$ cat config.mk
export PLATFORM = sky130hd
export DESIGN_NAME = irq_controller
export DESIGN_NICKNAME = d
export VERILOG_FILES = /design/src/rtl/irqc_pkg.sv /design/src/rtl/irqc_sync.sv /design/src/rtl/irq_controller.sv
export SDC_FILE = /design/constraint.sdc
export NUM_CORES = 1
export LEC_CHECK = 0
export BUFFER_PORTS_ARGS = -buffer_cell sky130_fd_sc_hd__clkbuf_2
export CORE_MARGIN = 5
export CORE_UTILIZATION = 43
export DETAILED_ROUTE_END_ITERATION = 7
export PLACE_DENSITY = 0.75
export SLEW_MARGIN = 0
export SYNTH_ARGS = -nofsm -noshare
export SYNTH_HDL_FRONTEND = slang
export SYNTH_SLANG_ARGS = --single-unit
$ cat constraint.sdc
create_clock -name clk_i -period 1.5 [get_ports clk_i]
set_clock_uncertainty 0.2 [all_clocks]
set_input_delay 0.375 -clock clk_i [delete_from_list [all_inputs] [get_ports clk_i]]
set_output_delay 0.375 -clock clk_i [all_outputs]
set_load 0.05 [all_outputs]
$ cat src/rtl/irqc_pkg.sv
// ----------------------------------------------------------------------------
// irqc_pkg
// Shared definitions for the interrupt controller: register byte offsets,
// FSM state type, in-service ID width and a byte-mask expansion helper.
// Optional feature macro used by the controller: IRQC_EDGE_EN.
// ----------------------------------------------------------------------------
package irqc_pkg;

    // Width of an interrupt ID (0 = none, 1..31 = source index + 1).
    localparam int ID_W = 5;

    // Register byte offsets.
    localparam logic [3:0] OFF_PENDING = 4'h0;
    localparam logic [3:0] OFF_ENABLE  = 4'h4;
    localparam logic [3:0] OFF_CLAIM   = 4'h8;
    localparam logic [3:0] OFF_EDGE    = 4'hC;

    // Register select values as decoded from addr[3:2].
    localparam logic [1:0] REG_PENDING = OFF_PENDING[3:2];
    localparam logic [1:0] REG_ENABLE  = OFF_ENABLE[3:2];
    localparam logic [1:0] REG_CLAIM   = OFF_CLAIM[3:2];
    localparam logic [1:0] REG_EDGE    = OFF_EDGE[3:2];

    typedef enum logic [1:0] {
        ST_IDLE    = 2'd0,
        ST_ASSERT  = 2'd1,
        ST_SERVICE = 2'd2
    } irqc_state_e;

    // Expand a 4-bit byte mask into a 32-bit bit mask.
    function automatic logic [31:0] byte_mask(input logic [3:0] m);
        return {{8{m[3]}}, {8{m[2]}}, {8{m[1]}}, {8{m[0]}}};
    endfunction

endpackage

$ cat src/rtl/irqc_sync.sv
// ----------------------------------------------------------------------------
// irqc_sync
// One-bit two-flop synchronizer with an optional rising-edge detector.
// Ports:
//   clk_i    - clock
//   reset_i  - asynchronous active-low reset
//   async_i  - asynchronous input
//   sync_o   - synchronized level
//   rise_o   - one-cycle pulse on a synchronized 0->1 transition
//              (tied to 0 when EDGE_EN=0, no extra flop is built)
// ----------------------------------------------------------------------------
module irqc_sync #(
    parameter bit EDGE_EN = 1'b0
) (
    input  logic clk_i,
    input  logic reset_i,
    input  logic async_i,
    output logic sync_o,
    output logic rise_o
);

    logic r_meta;
    logic r_sync;

    always_ff @(posedge clk_i or negedge reset_i) begin
        if (!reset_i) begin
            r_meta <= 1'b0;
            r_sync <= 1'b0;
        end else begin
            r_meta <= async_i;
            r_sync <= r_meta;
        end
    end

    assign sync_o = r_sync;

    generate
        if (EDGE_EN) begin : g_edge
            logic r_prev;
            always_ff @(posedge clk_i or negedge reset_i) begin
                if (!reset_i) begin
                    r_prev <= 1'b0;
                end else begin
                    r_prev <= r_sync;
                end
            end
            assign rise_o = r_sync & ~r_prev;
        end else begin : g_no_edge
            assign rise_o = 1'b0;
        end
    endgenerate

endmodule

$ cat src/rtl/irq_controller.sv
// ----------------------------------------------------------------------------
// irq_controller
// Small platform interrupt controller: NSRC synchronized sources, PENDING /
// ENABLE / CLAIM / EDGE registers on a simple chip-select bus, and a
// three-state IDLE/ASSERT/SERVICE handshake with the core.
// Optional feature: define IRQC_EDGE_EN to build the EDGE register and
// per-source edge detection; otherwise every source is level-triggered.
// Ports:
//   clk_i, reset_i   - clock, asynchronous active-low reset
//   csb_i, wen_i     - active-low chip select / write enable
//   addr_i           - byte address, [3:2] selects the register
//   data_i, wmask_i  - write data and byte write mask
//   irq_src_i        - asynchronous active-high interrupt sources
//   irq_ack_i        - one-cycle acknowledge from the core
//   meip_o           - registered interrupt request (high in ASSERT)
//   data_o           - registered read data
// ----------------------------------------------------------------------------
module irq_controller
    import irqc_pkg::*;
#(
    parameter int NSRC = 8
) (
    input  logic            clk_i,
    input  logic            reset_i,
    input  logic            csb_i,
    input  logic            wen_i,
    input  logic [3:0]      addr_i,
    input  logic [31:0]     data_i,
    input  logic [3:0]      wmask_i,
    input  logic [NSRC-1:0] irq_src_i,
    input  logic            irq_ack_i,
    output logic            meip_o,
    output logic [31:0]     data_o
);

`ifdef IRQC_EDGE_EN
    localparam bit EDGE_EN = 1'b1;
`else
    localparam bit EDGE_EN = 1'b0;
`endif

    logic [NSRC-1:0] w_sync;
    logic [NSRC-1:0] w_rise;
    logic [NSRC-1:0] w_wd;
    logic [NSRC-1:0] w_wbe;
    logic [NSRC-1:0] w_edge;
    logic [NSRC-1:0] w_set;
    logic [NSRC-1:0] w_w1c;
    logic [NSRC-1:0] w_sel_oh;
    logic [NSRC-1:0] w_claim_oh;
    logic [NSRC-1:0] w_pend_nxt;
    logic [ID_W-1:0] w_sel_id;
    logic [ID_W-1:0] w_insvc_nxt;
    logic [31:0]     w_rdata;
    logic [31:0]     w_bmask;
    logic [1:0]      w_reg;
    logic            w_wr;
    logic            w_rd;
    logic            w_complete;
    logic            w_unused_bits;
    irqc_state_e     w_state_nxt;

    logic [NSRC-1:0] r_pend;
    logic [NSRC-1:0] r_en;
    logic [ID_W-1:0] r_insvc;
    logic [31:0]     r_rdata;
    logic            r_meip;
    irqc_state_e     r_state;

    // Bus decode
    assign w_wr    = ~csb_i & ~wen_i;
    assign w_rd    = ~csb_i &  wen_i;
    assign w_reg   = addr_i[3:2];
    assign w_bmask = byte_mask(wmask_i);

    // Only the low NSRC bits of data/mask reach a register; the rest are dropped.
    assign w_unused_bits = ^{addr_i[1:0], data_i, w_bmask};

    generate
        for (genvar gi = 0; gi < NSRC; gi++) begin : g_src
            assign w_wd[gi]  = data_i[gi];
            assign w_wbe[gi] = w_bmask[gi];

            irqc_sync #(.EDGE_EN(EDGE_EN)) u_sync (
                .clk_i   (clk_i),
                .reset_i (reset_i),
                .async_i (irq_src_i[gi]),
                .sync_o  (w_sync[gi]),
                .rise_o  (w_rise[gi])
            );
        end
    endgenerate

`ifdef IRQC_EDGE_EN
    logic [NSRC-1:0] r_edge;

    always_ff @(posedge clk_i or negedge reset_i) begin
        if (!reset_i) begin
            r_edge <= '0;
        end else if (w_wr && (w_reg == REG_EDGE)) begin
            r_edge <= (r_edge & ~w_wbe) | (w_wd & w_wbe);
        end
    end

    assign w_edge = r_edge;
`else
    assign w_edge = '0;
`endif

    // Lowest pending+enabled index wins; scan high to low so the last hit is lowest.
    always_comb begin
        w_sel_id = '0;
        w_sel_oh = '0;
        for (int i = NSRC - 1; i >= 0; i--) begin
            if (r_pend[i] && r_en[i]) begin
                w_sel_id    = ID_W'(i + 1);
                w_sel_oh    = '0;
                w_sel_oh[i] = 1'b1;
            end
        end
    end

    assign w_complete = w_wr && (w_reg == REG_CLAIM) && wmask_i[0] &&
                        (data_i[7:0] == 8'(r_insvc));

    always_comb begin
        w_state_nxt = r_state;
        w_insvc_nxt = r_insvc;
        w_claim_oh  = '0;
        case (r_state)
            ST_IDLE: begin
                if (w_sel_id != '0) begin
                    w_state_nxt = ST_ASSERT;
                end
            end
            ST_ASSERT: begin
                if (irq_ack_i && (w_sel_id != '0)) begin
                    w_state_nxt = ST_SERVICE;
                    w_insvc_nxt = w_sel_id;
                    w_claim_oh  = w_sel_oh;
                end else if (w_sel_id == '0) begin
                    w_state_nxt = ST_IDLE;
                end
            end
            ST_SERVICE: begin
                if (w_complete) begin
                    w_state_nxt = ST_IDLE;
                    w_insvc_nxt = '0;
                end
            end
            default: begin
                w_state_nxt = ST_IDLE;
                w_insvc_nxt = '0;
            end
        endcase
    end

    // Level sources only accept W1C while their synchronized input is low.
    // Claim clears only edge sources. Set always wins over any clear.
    assign w_set      = (w_edge & w_rise) | (~w_edge & w_sync);
    assign w_w1c      = (w_wr && (w_reg == REG_PENDING)) ?
                        (w_wd & w_wbe & (w_edge | ~w_sync)) : '0;
    assign w_pend_nxt = w_set | (r_pend & ~(w_w1c | (w_claim_oh & w_edge)));

    always_comb begin
        w_rdata = '0;
        case (w_reg)
            REG_PENDING: w_rdata = 32'(r_pend);
            REG_ENABLE:  w_rdata = 32'(r_en);
            REG_CLAIM:   w_rdata = 32'(r_insvc);
            REG_EDGE:    w_rdata = 32'(w_edge);
            default:     w_rdata = '0;
        endcase
    end

    always_ff @(posedge clk_i or negedge reset_i) begin
        if (!reset_i) begin
            r_state <= ST_IDLE;
            r_meip  <= 1'b0;
            r_insvc <= '0;
            r_pend  <= '0;
            r_en    <= '0;
            r_rdata <= '0;
        end else begin
            r_state <= w_state_nxt;
            r_meip  <= (w_state_nxt == ST_ASSERT);
            r_insvc <= w_insvc_nxt;
            r_pend  <= w_pend_nxt;
            if (w_wr && (w_reg == REG_ENABLE)) begin
                r_en <= (r_en & ~w_wbe) | (w_wd & w_wbe);
            end
            if (w_rd) begin
                r_rdata <= w_rdata;
            end
        end
    end

    assign meip_o = r_meip;
    assign data_o = r_rdata;

endmodule

==> results of run 1 <==
cell usage in the layout, fill, tap and decap left out, types with 2 or more instances in the layout:
cell and n:
a21o_1 8, a21oi_1 6, a222oi_1 2, a22oi_1 2, a32o_1 2, buf_12 5
buf_4 44, clkbuf_2 23, clkbuf_4 3, clkbuf_8 7, conb_1 24, dfrtp_1 47
dlygate4sd3_1 9, inv_1 2, mux2_2 8, mux2i_1 8, nand2_1 28, nand3_1 2
nor2_1 5, o21ai_0 8, o21ai_1 2, o32ai_2 2, xnor2_1 2, xnor2_2 2
metal layers:
layer,vias up,track usage (%)
li1,761,-
met1,732,17.7
met2,47,23.5
met3,5,3.25
met4,0,3.55
met5,-,0
layout make-up:
cell class	count	area, µm²
clock buffers	8	100
fillers	405	1840
inverters	2	7.51
multi-input cells	128	888
flip-flops and latches	47	1180
well taps	67	83.8
repair buffers	85	663
final timing paths:
path	depth (start not counted)	slack, ps	to
min in group asynchronous	3	400	asynchronous set/reset pin
min reg2reg	0	150	g_src[0].u_sync.sync_o$_DFF_PN0_
min	2	70	r_state[0]$_DFF_PN0_
max	5	-130	r_state[1]$_DFF_PN0_
max reg2reg	5	-130	r_state[1]$_DFF_PN0_
max in group asynchronous	3	490	r_pend[1]$_DFF_PN0_
cell families after synthesis:
| family | share of synthesized area [%] |
|---|---|
| other cells | 0.177 |
| xor+xnor | 1.66 |
| mux | 8.05 |
| compound gates | 13.1 |
| flops | 55.6 |
| buf+inv | 9.29 |
| simple gates | 12.1 |
through the flow:
step | std cells | setup slack, ps | hold slack (ps) | TNS [ps]
after global placement | 319 | -315 | 131 | -5740
after floorplan | 203 | -131 | -121 | -1970
after CTS | 337 | -122 | 64.5 | -694
after detailed placement | 319 | -331 | 136 | -6160
final | 337 | -134 | 71.8 | -812
after global routing | 337 | -183 | 63.1 | -1060
critical path, cell delays in order, from the launching register on:
cell	delay, ps
dfrtp_1	400
a222oi_1	330
buf_4	190
buf_4	110
a41o_1	210
o32ai_2	90
report_power, final:
| group | leakage (µW) | internal (µW) | switching, µW |
|---|---|---|---|
| combinational | 0.000799 | 595 | 802 |
| clock | 0.0000515 | 421 | 392 |
| sequential | 0.000548 | 1450 | 99.2 |
what timing repair did:
action | CTS | global route
hold buffers | 9 | 0
hold endpoints to repair | 55 | 0
gates resized for setup | 14 | 9
endpoints found under the setup margin | 21 | 17
setup buffers | 1 | 0
pin swaps | 3 | 1
==> flow_summary.yaml, run 1 <==
status:
  outcome: "complete, but fails checks"
  violated_checks: "setup timing"
layout:
  area_grow_syn2layout_pct: 38.0
  num_antenna_cells: 0
  post-route-util_pct: 61.4
  final_area_um2: 2920
  nNetsFinal: 322
  final_layout_size_suffix_gt1_share_pct: 39.6
routing:
  routed_via_count: 1545
  drtPass1Iterations: 4
  drt_wl_total_mm: 4.36
  drtAntennaViolNets: 0
  detailroute.wirelength.met3_um: 262
  drt_iter0_markers: 117
  detail_route.wl_per_cell_um: 12.9
  wl_met1_mm: 1.85
  viasPerCell: 4.58
  met2RoutedLength_mm: 2.22
  routed.top_layer: "met4"
  post-route-drc-count: 0
grt:
  vias_in_the_first_global_route: 1498
  grt_start_max_net_pins: 48
  overflow: 0
  grt_antenna_before_repair: 0
  global_route_wire_length_before_repair_mm: 6.86
  global_route.usage.total_pct: 13.8
sta:
  period_minus_slack_ps: 1630
  drv_slew: 0
  post-route-period-util_pct: 109
  unrepaired_setup_endpoints_after_global_routing: "true"
  max_clock_freq_mhz: 612
  final_critical_path_setup_slack_ps: -134
  setup_viol: 7
  final-hold-violation-count: 0
worst_setup_path:
  criticalPathCategory: "flip-flop to flip-flop"
  critPathArrivalTime_ps: 1620
  crit_required_ps: 1480
  worstSetupStartpointType: "flip-flop"
  critical_path.max_fanout: 3
  cp-end-kind: "flip-flop"
pwr:
  post-layout-total-power_uw: 3760
  cellPowerDensity_nw_per_um2: 1290
  power_leakage_uw: 0.00140
  ir_drop_v: 0.000682
yosys:
  synthesis.instances: 180
  syn_area_per_cell_um2: 11.7
  synth.area.top_cells: "dfrtp_1, buf_4, nand2_1"
  yosys.cell_types.count: 34
  sequential_cell_area_fraction_in_the_yosys_report_pct: 55.6
  post_synth_edffs: 0
  asyncSetResetFlopFracSynth_pct: 100
  synth.cell_area_um2: 2110
  ys.flop_type: "dfrtp_1"
  netlist.top_cell.by_area: "dfrtp_1"
  synth-seq-cells: 47
  ranking_of_synthesized_cells_by_instance_count: "dfrtp_1, nand2_1, buf_4"
  yosys_warnings: 0
  yosys.area.top_type_share_pct: 55.6
  synth_most_common_cell: "dfrtp_1"
clocking:
  cts_max_level: 2
  clock_tree.buffer_depth: 2
  clk_transition_reported_paths_ps: 90
  worst_skew_pair.late_latency_ps: 300
  clockRootBuffer: "clkbuf_8"
  clock_tree_from_tritoncts: "done"
  cts_made_buffers: 5
  cts.sinks: 47
floorplan:
  chipWidth_um: 80.1
  fp.dieArea_um2: 6420
  core-area_um2: 4750
  rows: 25
  initial_utilization_pct: 44.5
  y_dimension_of_the_die_um: 80.1
  ioPinCount: 86
placement:
  final_hpwl_dp_mm: 3.27
  io_buffer_count: 32
  dpl-instance-area_um2: 2640
  routabilityCongestion: 0.836
job:
  max-cap-violations: 0
min_path:
  hold_path.startpoint: "irq_ack_i"
  hold_path.class: "input port to flip-flop"
(Power assumes the default switching activity.)
==> inputs of run 2 (changes only) <==
SYNTH_HIERARCHICAL = 1   (was not set)
TNS_END_PERCENT = 20   (was not set)
==> flow_summary.yaml, run 2 <==
routing:
  drtAntennaViolNets: 0
  routed_via_count: 1498
  post-route-drc-count: 0
  detail_route.wl_per_cell_um: 12.2
  viasPerCell: 4.47
  drtPass1Iterations: 4
  drt_iter0_markers: 76
  drt_wl_total_mm: 4.09
placement:
  final_hpwl_dp_mm: 3.15
  dpl_worst_slack_ps: -373
  dpl-instance-area_um2: 2530
  routabilityCongestion: 0.837
  io_buffer_count: 32
sta:
  setup_viol: 7
  unrepaired_setup_endpoints_after_global_routing: "true"
  post-route-period-util_pct: 112
  period_minus_slack_ps: 1680
  max_clock_freq_mhz: 597
  final-hold-violation-count: 0
  final_critical_path_setup_slack_ps: -175
  drv_slew: 0
worst_setup_path:
  r2r_slack_ps: -180
  critPathArrivalTime_ps: 1690
  criticalPathCategory: "flip-flop to flip-flop"
  regToRegStartpoint: "r_pend[0]$_DFF_PN0_"
  cp-end-kind: "flip-flop"
  crit_required_ps: 1510
  worstSetupStartpointType: "flip-flop"
  worst_r2r_endpoint: "r_insvc[3]$_DFFE_PN0P_"
  critical_path.max_fanout: 3
  r2r_cells: 5
floorplan:
  y_dimension_of_the_die_um: 79.6
  initial_utilization_pct: 44.1
  core-area_um2: 4720
  fp.dieArea_um2: 6340
  chipWidth_um: 79.6
  ioPinCount: 86
  rows: 25
min_path:
  worst_hold_path_cells: 2
  hold-path-endpoint: "r_state[0]$_DFF_PN0_"
  hold_path.startpoint: "irq_ack_i"
  hold_path.class: "input port to flip-flop"
job:
  max-cap-violations: 0
layout:
  final_cell_mix: "dfrtp_1, buf_4, nand2_1"
  mostFrequentLayoutCell: "dfrtp_1"
  area_grow_syn2layout_pct: 32.4
  final_layout_size_suffix_gt1_share_pct: 35.8
  num_antenna_cells: 0
  final_area_um2: 2760
  nNetsFinal: 320
pwr:
  internal-power_uw: 2290
  cellPowerDensity_nw_per_um2: 1280
  ir_drop_v: 0.000606
  power.share.combinational_pct: 34.2
  post-layout-total-power_uw: 3530
  switching_share_pct: 35.1
  power_leakage_uw: 0.00130
  net-switching-power_uw: 1240
  p_clk_share_pct: 21.3
  seqPwrFrac_pct: 44.5
grt:
  overflow: 0
  global_route.usage.total_pct: 13.4
  grt_start_max_net_pins: 48
  grt_antenna_before_repair: 0
  vias_in_the_first_global_route: 1433
  global_route_wire_length_before_repair_mm: 6.56
clocking:
  clockRootBuffer: "clkbuf_8"
  cts_max_level: 2
  cts_made_buffers: 5
  clock_tree.buffer_depth: 2
  clock_tree_from_tritoncts: "done"
  worst_skew_pair.late_latency_ps: 300
  cts.sinks: 47
  clk_transition_reported_paths_ps: 90
status:
  violated_checks: "setup timing"
  outcome: "complete, but fails checks"
yosys:
  yosys_warnings: 6
  synth.cell_area_um2: 2080
  synthesis.instances: 182
  syn_area_per_cell_um2: 11.4
-- run 2: cell types whose count changed in the layout (fill, tap and decap cells not counted), sizes merged, moves of 2 or more --
cell and delta:
nor3 -2, nor3b +2, o32ai -2, buf -5, nand3b +2, o31ai +2
nand2 -5
-- run 2: metal layers --
layer / track usage (%) / wire length, µm
met1: 16.8 / 1780
met3: 3.84 / 258
met2: 22.0 / 1990
met5: 0 / 0
met4: 4.64 / 61
-- run 2: layout make-up --
cell class,instances,area [µm²]
repair buffers,82,591
inverters,2,7.51
clock buffers,6,72.6
multi-input cells,129,815
clock inverters,2,12.5
flip-flops and latches,47,1180
fillers,400,1970
well taps,67,83.8
-- run 2: worst max-delay path by stage --
stage | from | end | slack (ps) | cells past startpoint
CTS | r_pend[0]$_DFF_PN0_ | r_insvc[3]$_DFFE_PN0P_ | -200 | 5
floorplan | flip-flop | r_insvc[2]$_DFFE_PN0P_ | -110 | 4
finish | r_pend[0]$_DFF_PN0_ | r_insvc[3]$_DFFE_PN0P_ | -180 | 5
global route | r_pend[0]$_DFF_PN0_ | r_insvc[3]$_DFFE_PN0P_ | -250 | 5
detailed placement | data_i[4] | r_insvc[3]$_DFFE_PN0P_ | -370 | 7
global placement | data_i[4] | r_insvc[3]$_DFFE_PN0P_ | -350 | 7
-- run 2: power groups by stage --
stage | clock network [µW] | registers [µW] | logic, µW
2_1_floorplan | 0 | 1760 | 570
3_5_place_dp | 0 | 1600 | 1120
3_3_place_gp | 0 | 1590 | 1100
6_report | 751 | 1570 | 1210
5_1_grt | 813 | 1600 | 1310
4_1_cts | 767 | 1570 | 1160
-- run 2: worst max-delay path: stages (launching register included) --
cell and delay (ps):
dfrtp_1 390, a222oi_1 360, buf_4 180, and3_4 200
a21oi_4 70, o31ai_2 190
-- run 2: metrics by stage --
stage / hold WS [ps] / util, % / cells / setup TNS (ps)
after floorplan: -121 / - / 205 / -988
after global placement: 132 / 53.6 / 317 / -4560
after detailed placement: 135 / 53.6 / 317 / -5060
after CTS: 72.9 / 57.7 / 334 / -725
after global routing: 65.5 / 58.4 / 335 / -1250
final: 71.7 / 58.4 / 335 / -838
-- run 2: what timing repair did --
| item | CTS | global route |
|---|---|---|
| hold endpoints to repair | 55 | 0 |
| resized for setup | 8 | 8 |
| buffers inserted | 0 | 1 |
| pin swaps | 2 | 2 |
| setup endpoints to repair | 15 | 11 |
| hold buffers | 9 | 0 |
